--- config.mk ---
export PLATFORM = sky130hd
export DESIGN_NAME = multicycle_ctrl_fsm
export DESIGN_NICKNAME = d
export VERILOG_FILES = /design/src/rtl/cpu_ctrl_pkg.sv /design/src/rtl/mc_ctrl_decode.sv /design/src/rtl/multicycle_ctrl_fsm.sv
export SDC_FILE = /design/constraint.sdc
export NUM_CORES = 1
export LEC_CHECK = 0
export BUFFER_PORTS_ARGS = -buffer_cell sky130_fd_sc_hd__buf_2
export CELL_PAD_IN_SITES_DETAIL_PLACEMENT = 1
export CELL_PAD_IN_SITES_GLOBAL_PLACEMENT = 1
export CORE_MARGIN = 5
export CORE_UTILIZATION = 37
export DETAILED_ROUTE_END_ITERATION = 16
export MAX_ROUTING_LAYER = met4
export PLACE_DENSITY = 0.87
export SETUP_SLACK_MARGIN = 0.4
export SYNTH_ARGS = -nofsm -noshare
export SYNTH_HDL_FRONTEND = slang
export SYNTH_HIERARCHICAL = 1
export SYNTH_SLANG_ARGS = --single-unit
export TNS_END_PERCENT = 5
--- constraint.sdc ---
create_clock -name clk -period 3.2 [get_ports clk]
set_input_delay 0.64 -clock clk [delete_from_list [all_inputs] [get_ports clk]]
set_output_delay 0.64 -clock clk [all_outputs]
set_load 0.05 [all_outputs]
--- src/rtl/cpu_ctrl_pkg.sv ---
// Shared definitions for the multi-cycle controller: opcode values, ALU
// operation codes handed to the ALU control circuit, datapath mux encodings,
// the FSM state type and a bundled struct of all control outputs.
package cpu_ctrl_pkg;

    // Opcode field values (compared after resizing to the opcode width)
    localparam int OPC_R    = 0;
    localparam int OPC_ADDI = 1;
    localparam int OPC_LW   = 2;
    localparam int OPC_SW   = 3;
    localparam int OPC_BEQ  = 4;
    localparam int OPC_J    = 5;

    // ALUopt encodings; funct decoding stays in the ALU control circuit
    localparam logic [1:0] ALU_ADD   = 2'b00;
    localparam logic [1:0] ALU_SUB   = 2'b01;
    localparam logic [1:0] ALU_FUNCT = 2'b10;

    // PC source select
    localparam logic [1:0] PC_SRC_ALU    = 2'b00;
    localparam logic [1:0] PC_SRC_ALUOUT = 2'b01;
    localparam logic [1:0] PC_SRC_JUMP   = 2'b10;

    // ALU B operand select
    localparam logic [1:0] SRC_B_RT   = 2'b00;
    localparam logic [1:0] SRC_B_ONE  = 2'b01;
    localparam logic [1:0] SRC_B_IMM  = 2'b10;
    localparam logic [1:0] SRC_B_BOFF = 2'b11;

    // Controller states; codes 13..15 are unused and recover to FETCH
    typedef enum logic [3:0] {
        ST_FETCH    = 4'd0,
        ST_DECODE   = 4'd1,
        ST_R_EXEC   = 4'd2,
        ST_R_WB     = 4'd3,
        ST_I_EXEC   = 4'd4,
        ST_I_WB     = 4'd5,
        ST_MEM_ADDR = 4'd6,
        ST_MEM_RD   = 4'd7,
        ST_MEM_WB   = 4'd8,
        ST_MEM_WR   = 4'd9,
        ST_BRANCH   = 4'd10,
        ST_JUMP     = 4'd11,
        ST_HALT     = 4'd12
    } state_t;

    // All controller outputs in one bundle so they can be cleared together
    typedef struct packed {
        logic       mem_req;
        logic       mem_we;
        logic       iord;
        logic       ir_write;
        logic       pc_write;
        logic [1:0] pc_src;
        logic       alu_src_a;
        logic [1:0] alu_src_b;
        logic [1:0] alu_op;
        logic       reg_write;
        logic       reg_dst;
        logic       mem_to_reg;
        logic       halted;
    } ctrl_t;

endpackage

--- src/rtl/mc_ctrl_decode.sv ---
// Combinational state-to-outputs decoder for the multi-cycle controller.
// Ports:
//   state     in   current controller state
//   zero      in   ALU zero flag (qualifies the branch PC write)
//   mem_ready in   memory access completes this cycle (qualifies fetch strobes)
//   ctrl      out  bundled datapath selects and strobes
module mc_ctrl_decode
    import cpu_ctrl_pkg::*;
(
    input  state_t state,
    input  logic   zero,
    input  logic   mem_ready,
    output ctrl_t  ctrl
);

    always_comb begin
        ctrl = '0;
        case (state)
            ST_FETCH: begin
                ctrl.mem_req   = 1'b1;
                ctrl.iord      = 1'b0;
                ctrl.alu_src_a = 1'b0;
                ctrl.alu_src_b = SRC_B_ONE;
                ctrl.alu_op    = ALU_ADD;
                ctrl.pc_src    = PC_SRC_ALU;
                // IR and PC load only on the cycle the fetch completes
                ctrl.ir_write  = mem_ready;
                ctrl.pc_write  = mem_ready;
            end
            ST_DECODE: begin
                // Precompute the branch target into ALUOut
                ctrl.alu_src_a = 1'b0;
                ctrl.alu_src_b = SRC_B_BOFF;
                ctrl.alu_op    = ALU_ADD;
            end
            ST_R_EXEC: begin
                ctrl.alu_src_a = 1'b1;
                ctrl.alu_src_b = SRC_B_RT;
                ctrl.alu_op    = ALU_FUNCT;
            end
            ST_R_WB: begin
                ctrl.reg_write  = 1'b1;
                ctrl.reg_dst    = 1'b1;
                ctrl.mem_to_reg = 1'b0;
            end
            ST_I_EXEC, ST_MEM_ADDR: begin
                ctrl.alu_src_a = 1'b1;
                ctrl.alu_src_b = SRC_B_IMM;
                ctrl.alu_op    = ALU_ADD;
            end
            ST_I_WB: begin
                ctrl.reg_write  = 1'b1;
                ctrl.reg_dst    = 1'b0;
                ctrl.mem_to_reg = 1'b0;
            end
            ST_MEM_RD: begin
                ctrl.mem_req = 1'b1;
                ctrl.iord    = 1'b1;
            end
            ST_MEM_WB: begin
                ctrl.reg_write  = 1'b1;
                ctrl.reg_dst    = 1'b0;
                ctrl.mem_to_reg = 1'b1;
            end
            ST_MEM_WR: begin
                ctrl.mem_req = 1'b1;
                ctrl.mem_we  = 1'b1;
                ctrl.iord    = 1'b1;
            end
            ST_BRANCH: begin
                ctrl.alu_src_a = 1'b1;
                ctrl.alu_src_b = SRC_B_RT;
                ctrl.alu_op    = ALU_SUB;
                ctrl.pc_src    = PC_SRC_ALUOUT;
                ctrl.pc_write  = zero;
            end
            ST_JUMP: begin
                ctrl.pc_src   = PC_SRC_JUMP;
                ctrl.pc_write = 1'b1;
            end
            ST_HALT: begin
                ctrl.halted = 1'b1;
            end
            default: ;
        endcase
    end

endmodule

--- src/rtl/multicycle_ctrl_fsm.sv ---
// Multi-cycle control FSM: sequences fetch, decode, execute, memory and
// writeback for the MIPS-like core and handshakes with a variable-latency
// unified memory.
// Ports:
//   clk, rst          clock (rising edge) and synchronous active-high reset
//   opcode            instruction-register opcode field
//   zero              ALU zero flag
//   mem_ready         memory completes the current access this cycle
//   mem_req, mem_we   memory request / write qualifier
//   iord              memory address select (0 PC, 1 ALUOut)
//   ir_write, pc_write  IR and PC load strobes
//   pc_src            PC source select
//   alu_src_a/_b      ALU operand selects
//   ALUopt            operation code to the ALU control circuit
//   reg_write, reg_dst, mem_to_reg  register file writeback controls
//   halted            controller is in HALT
module multicycle_ctrl_fsm
    import cpu_ctrl_pkg::*;
#(
    parameter int OP_W            = 4,
    parameter bit HALT_ON_ILLEGAL = 1'b1
) (
    input  logic            clk,
    input  logic            rst,
    input  logic [OP_W-1:0] opcode,
    input  logic            zero,
    input  logic            mem_ready,
    output logic            mem_req,
    output logic            mem_we,
    output logic            iord,
    output logic            ir_write,
    output logic            pc_write,
    output logic [1:0]      pc_src,
    output logic            alu_src_a,
    output logic [1:0]      alu_src_b,
    output logic [1:0]      ALUopt,
    output logic            reg_write,
    output logic            reg_dst,
    output logic            mem_to_reg,
    output logic            halted
);

    state_t state_reg;
    state_t state_next;
    ctrl_t  dec_ctrl;
    ctrl_t  ctrl;

    always_ff @(posedge clk) begin
        if (rst) begin
            state_reg <= ST_FETCH;
        end else begin
            state_reg <= state_next;
        end
    end

    always_comb begin
        state_next = ST_FETCH;
        case (state_reg)
            ST_FETCH:    state_next = mem_ready ? ST_DECODE : ST_FETCH;
            ST_DECODE: begin
                if (opcode == OP_W'(OPC_R)) begin
                    state_next = ST_R_EXEC;
                end else if (opcode == OP_W'(OPC_ADDI)) begin
                    state_next = ST_I_EXEC;
                end else if (opcode == OP_W'(OPC_LW) || opcode == OP_W'(OPC_SW)) begin
                    state_next = ST_MEM_ADDR;
                end else if (opcode == OP_W'(OPC_BEQ)) begin
                    state_next = ST_BRANCH;
                end else if (opcode == OP_W'(OPC_J)) begin
                    state_next = ST_JUMP;
                end else begin
                    state_next = HALT_ON_ILLEGAL ? ST_HALT : ST_FETCH;
                end
            end
            ST_R_EXEC:   state_next = ST_R_WB;
            ST_R_WB:     state_next = ST_FETCH;
            ST_I_EXEC:   state_next = ST_I_WB;
            ST_I_WB:     state_next = ST_FETCH;
            ST_MEM_ADDR: state_next = (opcode == OP_W'(OPC_SW)) ? ST_MEM_WR : ST_MEM_RD;
            ST_MEM_RD:   state_next = mem_ready ? ST_MEM_WB : ST_MEM_RD;
            ST_MEM_WB:   state_next = ST_FETCH;
            ST_MEM_WR:   state_next = mem_ready ? ST_FETCH : ST_MEM_WR;
            ST_BRANCH:   state_next = ST_FETCH;
            ST_JUMP:     state_next = ST_FETCH;
            ST_HALT:     state_next = ST_HALT;
            default:     state_next = ST_FETCH;
        endcase
    end

    mc_ctrl_decode u_decode (
        .state     (state_reg),
        .zero      (zero),
        .mem_ready (mem_ready),
        .ctrl      (dec_ctrl)
    );

    // Reset silences every output in the same cycle, so an access that
    // completes while rst is high cannot fire a write strobe.
    assign ctrl = rst ? '0 : dec_ctrl;

    assign mem_req    = ctrl.mem_req;
    assign mem_we     = ctrl.mem_we;
    assign iord       = ctrl.iord;
    assign ir_write   = ctrl.ir_write;
    assign pc_write   = ctrl.pc_write;
    assign pc_src     = ctrl.pc_src;
    assign alu_src_a  = ctrl.alu_src_a;
    assign alu_src_b  = ctrl.alu_src_b;
    assign ALUopt     = ctrl.alu_op;
    assign reg_write  = ctrl.reg_write;
    assign reg_dst    = ctrl.reg_dst;
    assign mem_to_reg = ctrl.mem_to_reg;
    assign halted     = ctrl.halted;

endmodule

==> results of run 1 <==
==> power breakdown <==
part | leakage [nW] | total [W] | internal [W] | switching (W)
registers | 0.0327 | 0.000111 | 0.0000600 | 0.0000506
logic | 0.295 | 0.000270 | 0.000107 | 0.000162
clock network | 0.0138 | 0.0000690 | 0.0000423 | 0.0000267
total | 0.341 | 0.000449 | 0.000210 | 0.000239
==> worst max-delay path: cells and delay by family (launching register included) <==
family          cells  cell delay, ns
simple gates        2            0.79
compound gates      1            0.11
flops               1            0.55
buf+inv             1            0.27
==> through the flow <==
step | util, % | setup WS (ns) | instance area (um2) | instances | power, W
after CTS | 47.23 | 0.5716 | 842.1 | 144 | 0.0004517
final | 47.23 | 0.5881 | 842.1 | 144 | 0.0004492
after global placement | 45.96 | 0.7712 | 819.5 | 141 | 0.0003692
after detailed placement | 45.96 | 0.7116 | 819.5 | 141 | 0.0003809
after global routing | 47.23 | 0.4191 | 842.1 | 144 | 0.0004806
after floorplan | - | 0.6488 | 711.9 | 100 | 0.0003276
==> layout by cell type (no fill, tap or decap), types with 2 or more instances in the layout <==
| master | instances |
|---|---|
| nand2_1 | 3 |
| a221oi_1 | 3 |
| xnor2_1 | 2 |
| buf_2 | 23 |
| inv_1 | 6 |
| clkbuf_4 | 3 |
| dfxtp_1 | 4 |
| nand4bb_1 | 2 |
| and2_1 | 2 |
| nor3_1 | 5 |
| a311oi_1 | 2 |
| nor2b_1 | 21 |
| o21ai_0 | 3 |
| nor4bb_1 | 2 |
| nor3b_1 | 2 |
| nand2b_1 | 6 |
| a21oi_1 | 4 |
| o211ai_1 | 5 |
| nor2_1 | 6 |
==> area by class of cell <==
type | instances | area [um2] | area share [%]
Timing Repair Buffer | 24 | 122.6 | 14.56
Multi-Input combinational cell | 82 | 563.0 | 66.86
Inverter | 6 | 22.52 | 2.675
Tap cell | 25 | 31.28 | 3.715
Sequential cell | 4 | 80.08 | 9.510
Clock buffer | 3 | 22.52 | 2.675
==> layer usage <==
layer  up-vias  routed length (um)  part of all wire [%]  track usage, %
met1       382                 936                    45           18.59
met2        14                1057                    50           28.63
met4         0                  30                   1.4           7.660
met5         -                   0                     0               -
met3         3                  75                   3.6           1.662
li1        400                   -                     -               -
==> how the worst max path moves through the flow <==
stage,endpoint,slack (ns),cells after the start
6_report,mem_req,0.59,4
5_1_grt,mem_req,0.42,4
4_1_cts,mem_req,0.57,4
3_5_place_dp,pc_write,0.71,5
3_3_place_gp,pc_write,0.77,5
2_1_floorplan,pc_write,0.65,3
==> Yosys cell counts, types with 3 or more instances <==
master,n
nor2b_1,21
o21ai_0,3
nor3_1,5
a221oi_1,3
nand2_1,3
dfxtp_1,4
inv_1,6
a21oi_1,4
nor2_1,6
nand2b_1,6
buf_2,4
o211ai_1,5
==> cell families after synthesis <==
logic type,share of synthesized area [%]
and+or+nand+nor,50.26
DFF,11.25
AOI/OAI and AO/OA,26.36
xor gates and xnor gates,2.461
buffers and inverters,9.667
==> summary.txt, run 1 <==
Clock network
  – Worst-Skew Late Latency: 0.25 ns
  – Cts bufs inserted: 3
  – Root buf cell: clkbuf_4
  – Hold-fix buffers at CTS: 0
  – Post-CTS Setup Inserts: 0
  – CTS clk-pin slew, worst paths: ~0.040 ns
  – CTS resizes: 0
  – Clock Path Buffers: 2
  – CTS tree: built
  – H-tree lvl count: 1
  – Clock Sinks: 4

Synth
  – Net Count, Synth: about 110
  – Post-Syn Area: ~700 um2
  – Top cell type's share of synthesized area: 18.45%
  – YS warnings: 6
  – Sequential share of the synthesized area: approximately 11%
  – Yosys reg bits: 4
  – Asr flop ratio synth: 0%
  – Synth area leader: nor2b_1
  – Post-synth top flop: dfxtp_1
  – Yosys cell types: 35
  – Syn avg cell area: roughly 7.1 um2
  – Top cells by area, synth: nor2b_1 18%, dfxtp_1 11%, nand2b_1 5.3%
  – Mapped Cells: 100
  – Number of synthesized flops with an enable pin: 0

Worst setup path
  – Crit Reg-Reg Endpoint: state_reg[1]
  – R2R cell count: 3
  – Max stage delay cell, worst path: or4_1
  – R2R setup slack: roughly 1.5 ns
  – Crit-path cells: or4_1 > o211ai_1 > nor2b_1 > buf_2
  – Setup Crit Path Kind: flop to output port
  – Setup crit start kind: flop
  – CP Capture Type: output port
  – Reg2Reg Launch Point: state_reg[2]
  – CP arrival: roughly 2 ns
  – CP peak stage delay: approximately 0.64 ns
  – CP Data Required Time: about 2.6 ns
  – Critical path startpoint: state_reg[2]
  – Crit path max fanout: 25

Timing
  – Hold WS: around 0.78 ns
  – Peak Freq: ~380 MHz
  – Post-layout min period: 2.612 ns
  – Final hold violations: 0
  – Final Max Slew Viols: 0
  – Skew final: about 0.0049 ns
  – RSZ-0062 raised after global routing: false
  – Final Cycle Share: ~80%
  – Final setup violation count: 0
  – Max_slew headroom: a little under half
  – Final setup TNS: 0 ns
  – Slew @ Worst Pin: a little over 0.8 ns

Detailed routing
  – Post-route ant nets: 0
  – Final wirelength: roughly 2100 um
  – Avg WL per Cell: 14.58 um
  – Initial DRC count: 7
  – DR DRC count: 0
  – Via density: about 5.5
  – Drt pass-1 iters: 4
  – Vias: 799

Flow run
  – Total of max-cap violations: 0

Place
  – Final weighted congestion in routability-driven placement: 0.8933
  – HPWL Detailed: approximately 1600 um
  – Number of port buffers: 23

Hold path
  – Hold EP: state_reg[1]
  – Critical hold path startpoint: opcode[3]
  – Hold Path Class: input port to flop
  – Hold path depth: 4

GRT
  – First-pass GRT wire length: about 3400 um
  – Grt total ovfl: 0
  – Initial antenna violation count: 0
  – Largest net degree at the start of global routing: 26
  – Vias in the first global route: 730
  – GRT Util Overall: 16.41%

Floorplan
  – # rows: 15
  – Die Ht: about 54 um
  – Core ar.: between 0.0015 and 0.002 mm2
  – I/O Pins: 24
  – Initial Util: 39.93%
  – Die area: about 0.0029 mm2
  – DIE WIDTH: 53.87 um

Layout
  – Area grow syn2layout: 18.28%
  – Number of diodes: 0
  – Fin nets: between 100 and 150
  – Fillers: ~240
  – Layout cells sized above 1: around a quarter
  – Largest register FFs: 4

Power
  – VDD IR-drop max: between 150 and 200 uV
  – Pwr dens: 533.4 mW/mm2
  – Leakage Power: 0.3415 nW

Outcome
  – Status: completed
(Power assumes the default switching activity.)
==> run 2: changes to the inputs <==
--- a/config.mk
+++ b/config.mk
@@ -9,10 +9,10 @@
 export CELL_PAD_IN_SITES_DETAIL_PLACEMENT = 1
 export CELL_PAD_IN_SITES_GLOBAL_PLACEMENT = 1
 export CORE_MARGIN = 5
-export CORE_UTILIZATION = 37
+export CORE_UTILIZATION = 31
 export DETAILED_ROUTE_END_ITERATION = 16
 export MAX_ROUTING_LAYER = met4
-export PLACE_DENSITY = 0.87
+export PLACE_DENSITY = 0.78
 export SETUP_SLACK_MARGIN = 0.4
 export SYNTH_ARGS = -nofsm -noshare
 export SYNTH_HDL_FRONTEND = slang
==> constraint.sdc (replaced) <==
create_clock -name clk -period 2.1 [get_ports clk]
set_input_delay 0.42 -clock clk [delete_from_list [all_inputs] [get_ports clk]]
set_output_delay 0.42 -clock clk [all_outputs]
set_load 0.05 [all_outputs]
==> run 2 against run 1 <==
  * Non-clock buffer count rose by 10
  * Highest routed layer unchanged
  * Critical endpoint is now pc_write
  * Clock power rose by 38%
  * Critical path depth did not move
==> summary.txt, run 2 (synthesized netlist as in run 1, its figures left out) <==
Outcome
  – Status: completed (unchanged)

Timing
  – Final hold violations: 0 (unchanged)
  – Final Max Slew Viols: 0 (unchanged)
  – RSZ-0062 raised after global routing: true (was false)
  – Final setup TNS: 0 ns (unchanged)
  – Post-layout min period: around 2 ns
  – Slew @ Worst Pin: 0.5018 ns (was 0.8044 ns)
  – Final setup violation count: 0 (unchanged)
  – Skew final: 0.001902 ns (was 0.004851 ns)
  – Peak Freq: 507.8 MHz
  – Final Cycle Share: 93.78%
  – Min setup slack post-route: 0.1306 ns (was 0.5881 ns)
  – Max_slew headroom: 66.54% (was 46.30%)

Clock network
  – Root buf cell: clkbuf_4 (unchanged)
  – Clock Sinks: 4 (unchanged)
  – CTS tree: built (unchanged)
  – H-tree lvl count: 1 (unchanged)
  – CTS clk-pin slew, worst paths: 0.04 ns (about the same)
  – Cts bufs inserted: 3 (unchanged)
  – Hold-fix buffers at CTS: 0 (unchanged)
  – Worst-Skew Late Latency: 0.24 ns (was 0.25 ns)
  – Clock Path Buffers: 2 (unchanged)

Power
  – Leakage Power: 0.4032 nW (was 0.3415 nW)
  – Pwr dens: 775.5 mW/mm2 (was 533.4 mW/mm2)
  – VDD IR-drop max: 348.7 uV (was 190.3 uV)

Worst setup path
  – Max stage delay cell, worst path: or4b_1 (was or4_1)
  – CP peak stage delay: 0.53 ns (was 0.64 ns)
  – CP Capture Type: output port (unchanged)
  – CP arrival: 1.55 ns (was 1.97 ns)
  – Setup Crit Path Kind: flop to output port (unchanged)
  – Crit path buf inv count: 1 (unchanged)
  – Setup crit start kind: flop (unchanged)
  – Crit path max fanout: 7 (was 25)
  – Crit-path cells: or4b_1 > a21oi_1 > nor2b_2 > buf_6 (was or4_1 > o211ai_1 > nor2b_1 > buf_2)
  – CP top delay family: simple AND/OR/NAND/NOR gates (unchanged)
  – CP Data Required Time: 1.68 ns (was 2.56 ns)

Layout
  – Non-Filler Instances: 157 (was 144)
  – Most frequent cells in the layout: 16 x buf_2, 12 x nor2b_2, 12 x buf_4 (was 23 x buf_2, 21 x nor2b_1, 6 x inv_1, 6 x nor2_1, 6 x nand2b_1)
  – Commonest non-fill, non-tap cell in the layout: buf_2 (unchanged)
  – Area grow syn2layout: 40.95% (was 18.28%)
  – Seq. cell area: 86.33 um2 (was 80.08 um2)
  – Largest register FFs: 4 (unchanged)
  – Fillers: 292 (was 243)
  – Layout cells sized above 1: 44.96% (was 25.21%)
  – Multi-input gate area: 606.8 um2 (was 563.0 um2)
  – Fin nets: 139 (was 129)
  – Number of diodes: 0 (unchanged)

Floorplan
  – Die Ht: 57.92 um (was 53.87 um)
  – Core ar.: 0.002212 mm2 (was 0.001783 mm2)
  – # rows: 17 (was 15)
  – DIE WIDTH: 57.92 um (was 53.87 um)
  – Die area: 0.003355 mm2 (was 0.002901 mm2)
  – Initial Util: 32.18% (was 39.93%)
  – I/O Pins: 24 (unchanged)

Detailed routing
  – Final wirelength: 2015 um (was 2100 um)
  – Post-route ant nets: 0 (unchanged)
  – Vias: 830 (was 799)
  – Met2 WL: 952 um (was 1057 um)
  – Max Used Layer: met4 (unchanged)
  – Via density: 5.287 (was 5.549)
  – Initial DRC count: 13 (was 7)
  – DR DRC count: 0 (unchanged)
  – DR WL met3: 108 um (was 75 um)
  – Drt pass-1 iters: 4 (unchanged)
  – Avg WL per Cell: 12.83 um (was 14.58 um)
  – Met1 WL: 913 um (was 936 um)

GRT
  – GRT Util Overall: 12.77% (was 16.41%)
  – Largest net degree at the start of global routing: 21 (was 26)
  – Grt total ovfl: 0 (unchanged)
  – First-pass GRT wire length: 3374 um (was 3353 um)
  – Vias in the first global route: 806 (was 730)
  – Initial antenna violation count: 0 (unchanged)

Flow run
  – Total of max-cap violations: 0 (unchanged)

Place
  – Setup slack at placement: 0.1950 ns (was 0.7116 ns)
  – Final weighted congestion in routability-driven placement: 0.8345 (was 0.8933)
  – Placed cells: 153 (was 141)
  – Number of port buffers: 23 (unchanged)
  – HPWL Detailed: 1602 um (was 1636 um)

Hold path
  – Hold Path Class: input port to flop (unchanged)
[run 2: final timing paths]
check / from / end / slack, ns / cells after the start
setup / recovery: state_reg[3] / pc_write / 0.13 / 4
hold / removal: opcode[3] / state_reg[1] / 0.60 / 4
setup reg to reg: state_reg[1] / state_reg[1] / 0.69 / 4
hold reg to reg: state_reg[3] / state_reg[1] / 0.62 / 2
[run 2: power by group]
part	internal (W)	total, W	switching (W)
clock network	0.0000639	0.0000953	0.0000314
registers	0.0000960	0.000118	0.0000216
logic	0.000254	0.000565	0.000312
total	0.000413	0.000778	0.000365
[run 2: metrics by stage]
stage                      power, W  hold slack [ns]  cell area (um2)  utilization (%)
after global placement    0.0006224           0.6663            928.4            41.97
after detailed placement  0.0006390           0.6815            928.4            41.97
after CTS                 0.0007865           0.5799            996.0            45.02
after global routing      0.0008371           0.6132             1003            45.36
final                     0.0007782           0.5969             1003            45.36
after floorplan           0.0005156           0.5165            749.5                -
[run 2: timing repair]
item	in CTS	in global routing
pin swaps	1	0
buffers inserted	1	0
setup endpoints to repair	16	16
gates resized for setup	14	3
[run 2: cell type report]
| type | count | area share, % |
|---|---|---|
| multi-input cells | 82 | 60.47 |
| flip-flops and latches | 4 | 8.604 |
| repair buffers | 34 | 22.94 |
| clock buffers | 3 | 2.244 |
| inverters | 6 | 2.244 |
| well taps | 28 | 3.491 |
[run 2: worst register-to-register path: stages (launching register included)]
cell	delay, ns
dfxtp_1	0.35
buf_4	0.20
nor3b_4	0.26
o311ai_1	0.18
a2111oi_2	0.31
[run 2: metal layers]
metal  up-vias  global-route usage (%)
met5         -                       -
met3         4                   1.114
met4         0                   5.960
met2        26                   22.10
li1        418                       -
met1       382                   14.76
==> run 3: changes to the inputs <==
--- a/config.mk
+++ b/config.mk
@@ -12,7 +12,7 @@
 export CORE_UTILIZATION = 31
 export DETAILED_ROUTE_END_ITERATION = 16
 export MAX_ROUTING_LAYER = met4
-export PLACE_DENSITY = 0.78
+export PLACE_DENSITY = 0.76
 export SETUP_SLACK_MARGIN = 0.4
 export SYNTH_ARGS = -nofsm -noshare
 export SYNTH_HDL_FRONTEND = slang
==> run 3 against run 2 <==
  * Non-clock buffer count is 1 higher
  * Utilization increased by 1.5 points
  * Global-route usage up 3.0 points
  * Power increased by 4.9%
  * Critical path depth did not move
  * Clock power shrank 1%
  * Sequential power hardly changed
  * Sequential share of layout area grew 0.32 points
  * Design area is 3.4% higher
  * Largest power group unchanged
  * Critical endpoint is now mem_req
  * Largest cell class unchanged
  * Final cell count up 0.64%
  * Worst hold slack lost 0.0030 ns
  * Worst setup slack lost 0.041 ns
==> summary.txt, run 3 (synthesized netlist as in run 1, its figures left out) <==
Timing
  – Final Cycle Share: 95.74% (was 93.78%)
  – Final setup violation count: 0 (unchanged)
  – Max_slew headroom: 64.16% (was 66.54%)
  – Final hold violations: 0 (unchanged)
  – Post-layout min period: 2.011 ns (was 1.969 ns)
  – Skew final: 0.001439 ns (was 0.001902 ns)
  – Final setup TNS: 0 ns (unchanged)
  – Slew @ Worst Pin: 0.5376 ns (was 0.5018 ns)
  – Final Max Slew Viols: 0 (unchanged)
  – RSZ-0062 raised after global routing: true (unchanged)
  – Peak Freq: 497.4 MHz (was 507.8 MHz)

GRT
  – First-pass GRT wire length: 4036 um (was 3374 um)
  – Initial antenna violation count: 0 (unchanged)
  – Largest net degree at the start of global routing: 21 (unchanged)
  – Vias in the first global route: 846 (was 806)
  – GRT Util Overall: 15.81% (was 12.77%)
  – Grt total ovfl: 0 (unchanged)

Detailed routing
  – Drt pass-1 iters: 4 (unchanged)
  – Final wirelength: 2254 um (was 2015 um)
  – Post-route ant nets: 0 (unchanged)
  – Initial DRC count: 16 (was 13)
  – Avg WL per Cell: 14.27 um (was 12.83 um)
  – Via density: 5.278 (was 5.287)
  – DR DRC count: 0 (unchanged)
  – Vias: 834 (was 830)

Floorplan
  – Initial Util: 32.18% (unchanged)
  – I/O Pins: 24 (unchanged)
  – Die Ht: 57.92 um (unchanged)
  – Die area: 0.003355 mm2 (unchanged)
  – # rows: 17 (unchanged)
  – Core ar.: 0.002212 mm2 (unchanged)
  – DIE WIDTH: 57.92 um (unchanged)

Clock network
  – H-tree lvl count: 1 (unchanged)
  – Clock Sinks: 4 (unchanged)
  – CTS clk-pin slew, worst paths: 0.03 ns (was 0.04 ns)
  – Root buf cell: clkbuf_4 (unchanged)
  – Cts bufs inserted: 3 (unchanged)
  – CTS tree: built (unchanged)
  – Worst-Skew Late Latency: 0.24 ns (about the same)
  – Clock Path Buffers: 2 (unchanged)

Place
  – HPWL Detailed: 1663 um (was 1602 um)
  – Number of port buffers: 23 (unchanged)
  – Placed cells: 151 (was 153)
  – Final weighted congestion in routability-driven placement: 0.8631 (was 0.8345)

Layout
  – Fin nets: 140 (was 139)
  – Largest register FFs: 4 (unchanged)
  – Layout cells sized above 1: 48.46% (was 44.96%)
  – Multi-input gate area: 629.4 um2 (was 606.8 um2)
  – Area grow syn2layout: 45.69% (was 40.95%)
  – Fillers: 292 (unchanged)
  – Seq. cell area: 92.59 um2 (was 86.33 um2)
  – Commonest non-fill, non-tap cell in the layout: buf_2 (unchanged)
  – Number of diodes: 0 (unchanged)
  – Non-Filler Instances: 158 (was 157)
  – Most frequent cells in the layout: 17 x buf_2, 15 x buf_4, 11 x nor2b_2 (was 16 x buf_2, 12 x nor2b_2, 12 x buf_4)

Worst setup path
  – CP top delay family: simple AND/OR/NAND/NOR gates (unchanged)
  – Setup Crit Path Kind: flop to output port (unchanged)
  – CP Data Required Time: 1.68 ns (about the same)
  – CP Capture Type: output port (unchanged)
  – CP arrival: 1.59 ns (was 1.55 ns)
  – Setup crit start kind: flop (unchanged)
  – CP peak stage delay: 0.52 ns (was 0.53 ns)
  – Crit path max fanout: 6 (was 7)
  – Max stage delay cell, worst path: or4_4 (was or4b_1)
  – Crit path buf inv count: 1 (unchanged)
  – Crit-path cells: or4_4 > o211ai_1 > nor2b_4 > buf_8 (was or4b_1 > a21oi_1 > nor2b_2 > buf_6)

Hold path
  – Hold Path Class: input port to flop (unchanged)

Flow run
  – Total of max-cap violations: 0 (unchanged)

Outcome
  – Status: completed (unchanged)

Power
  – Leakage Power: 0.4244 nW (was 0.4032 nW)
  – Pwr dens: 786.9 mW/mm2 (was 775.5 mW/mm2)
  – VDD IR-drop max: 385.6 uV (was 348.7 uV)
## run 3: cell count changes in the layout (fill, tap and decap cells not counted), moves of 2 or more
| cell | before | now |
|---|---|---|
| buf_4 | 12 | 15 |
| dfxtp_4 | 1 | 3 |
| clkbuf_4 | 5 | 3 |
| buf_6 | 4 | 2 |
## run 3: metrics by stage
stage / util, % / power (W) / setup slack (ns) / hold slack [ns] / cell area, um2
after floorplan: - / 0.0005156 / 0.1563 / 0.5165 / 749.5
after global placement: 41.29 / 0.0006188 / 0.1799 / 0.6190 / 913.4
after CTS: 46.10 / 0.0007967 / 0.1253 / 0.5888 / 1020
after detailed placement: 41.29 / 0.0006331 / 0.1780 / 0.6260 / 913.4
after global routing: 46.89 / 0.0008902 / 0.03931 / 0.6159 / 1037
final: 46.89 / 0.0008162 / 0.08945 / 0.5939 / 1037
## run 3: metal layers
| metal | part of all wire (%) | vias up | track usage [%] |
|---|---|---|---|
| li1 | - | 422 | - |
| met1 | 44 | 393 | 18.82 |
| met2 | 50 | 17 | 25.16 |
| met3 | 5.1 | 2 | 4.677 |
| met4 | 0.71 | 0 | 5.629 |
| met5 | 0 | - | - |
## run 3: worst paths after layout
path / slack (ns) / depth (start not counted) / to / from
max: 0.09 / 4 / mem_req / state_reg[1]
min: 0.59 / 4 / state_reg[1] / opcode[3]
max reg2reg: 0.71 / 4 / state_reg[1] / state_reg[2]
min reg2reg: 0.60 / 2 / state_reg[1] / state_reg[3]
## run 3: final cells by class
| type | instances | area share, % |
|---|---|---|
| clock buffer | 3 | 2.171 |
| timing repair buffer | 35 | 22.68 |
| multi-input combinational | 82 | 60.68 |
| sequential | 4 | 8.926 |
| tap | 28 | 3.378 |
| inverter | 6 | 2.171 |
## run 3: power by group
group | switching, W | total (W) | internal, W
combinational | 0.000335 | 0.000604 | 0.000270
clock | 0.0000303 | 0.0000941 | 0.0000638
sequential | 0.0000204 | 0.000118 | 0.0000974
total | 0.000385 | 0.000816 | 0.000431
## run 3: worst register-to-register path, delay by kind of cell, from the launching register on
kind | cells | cell delay [ns]
compound gates | 2 | 0.52
flops | 1 | 0.36
buf+inv | 1 | 0.20
simple gates | 1 | 0.20
## run 3: timing repair
action,CTS,global route
pin swaps,2,1
setup buffers,4,0
resized for setup,18,5
hold buffers,0,0
setup endpoints to repair,16,16
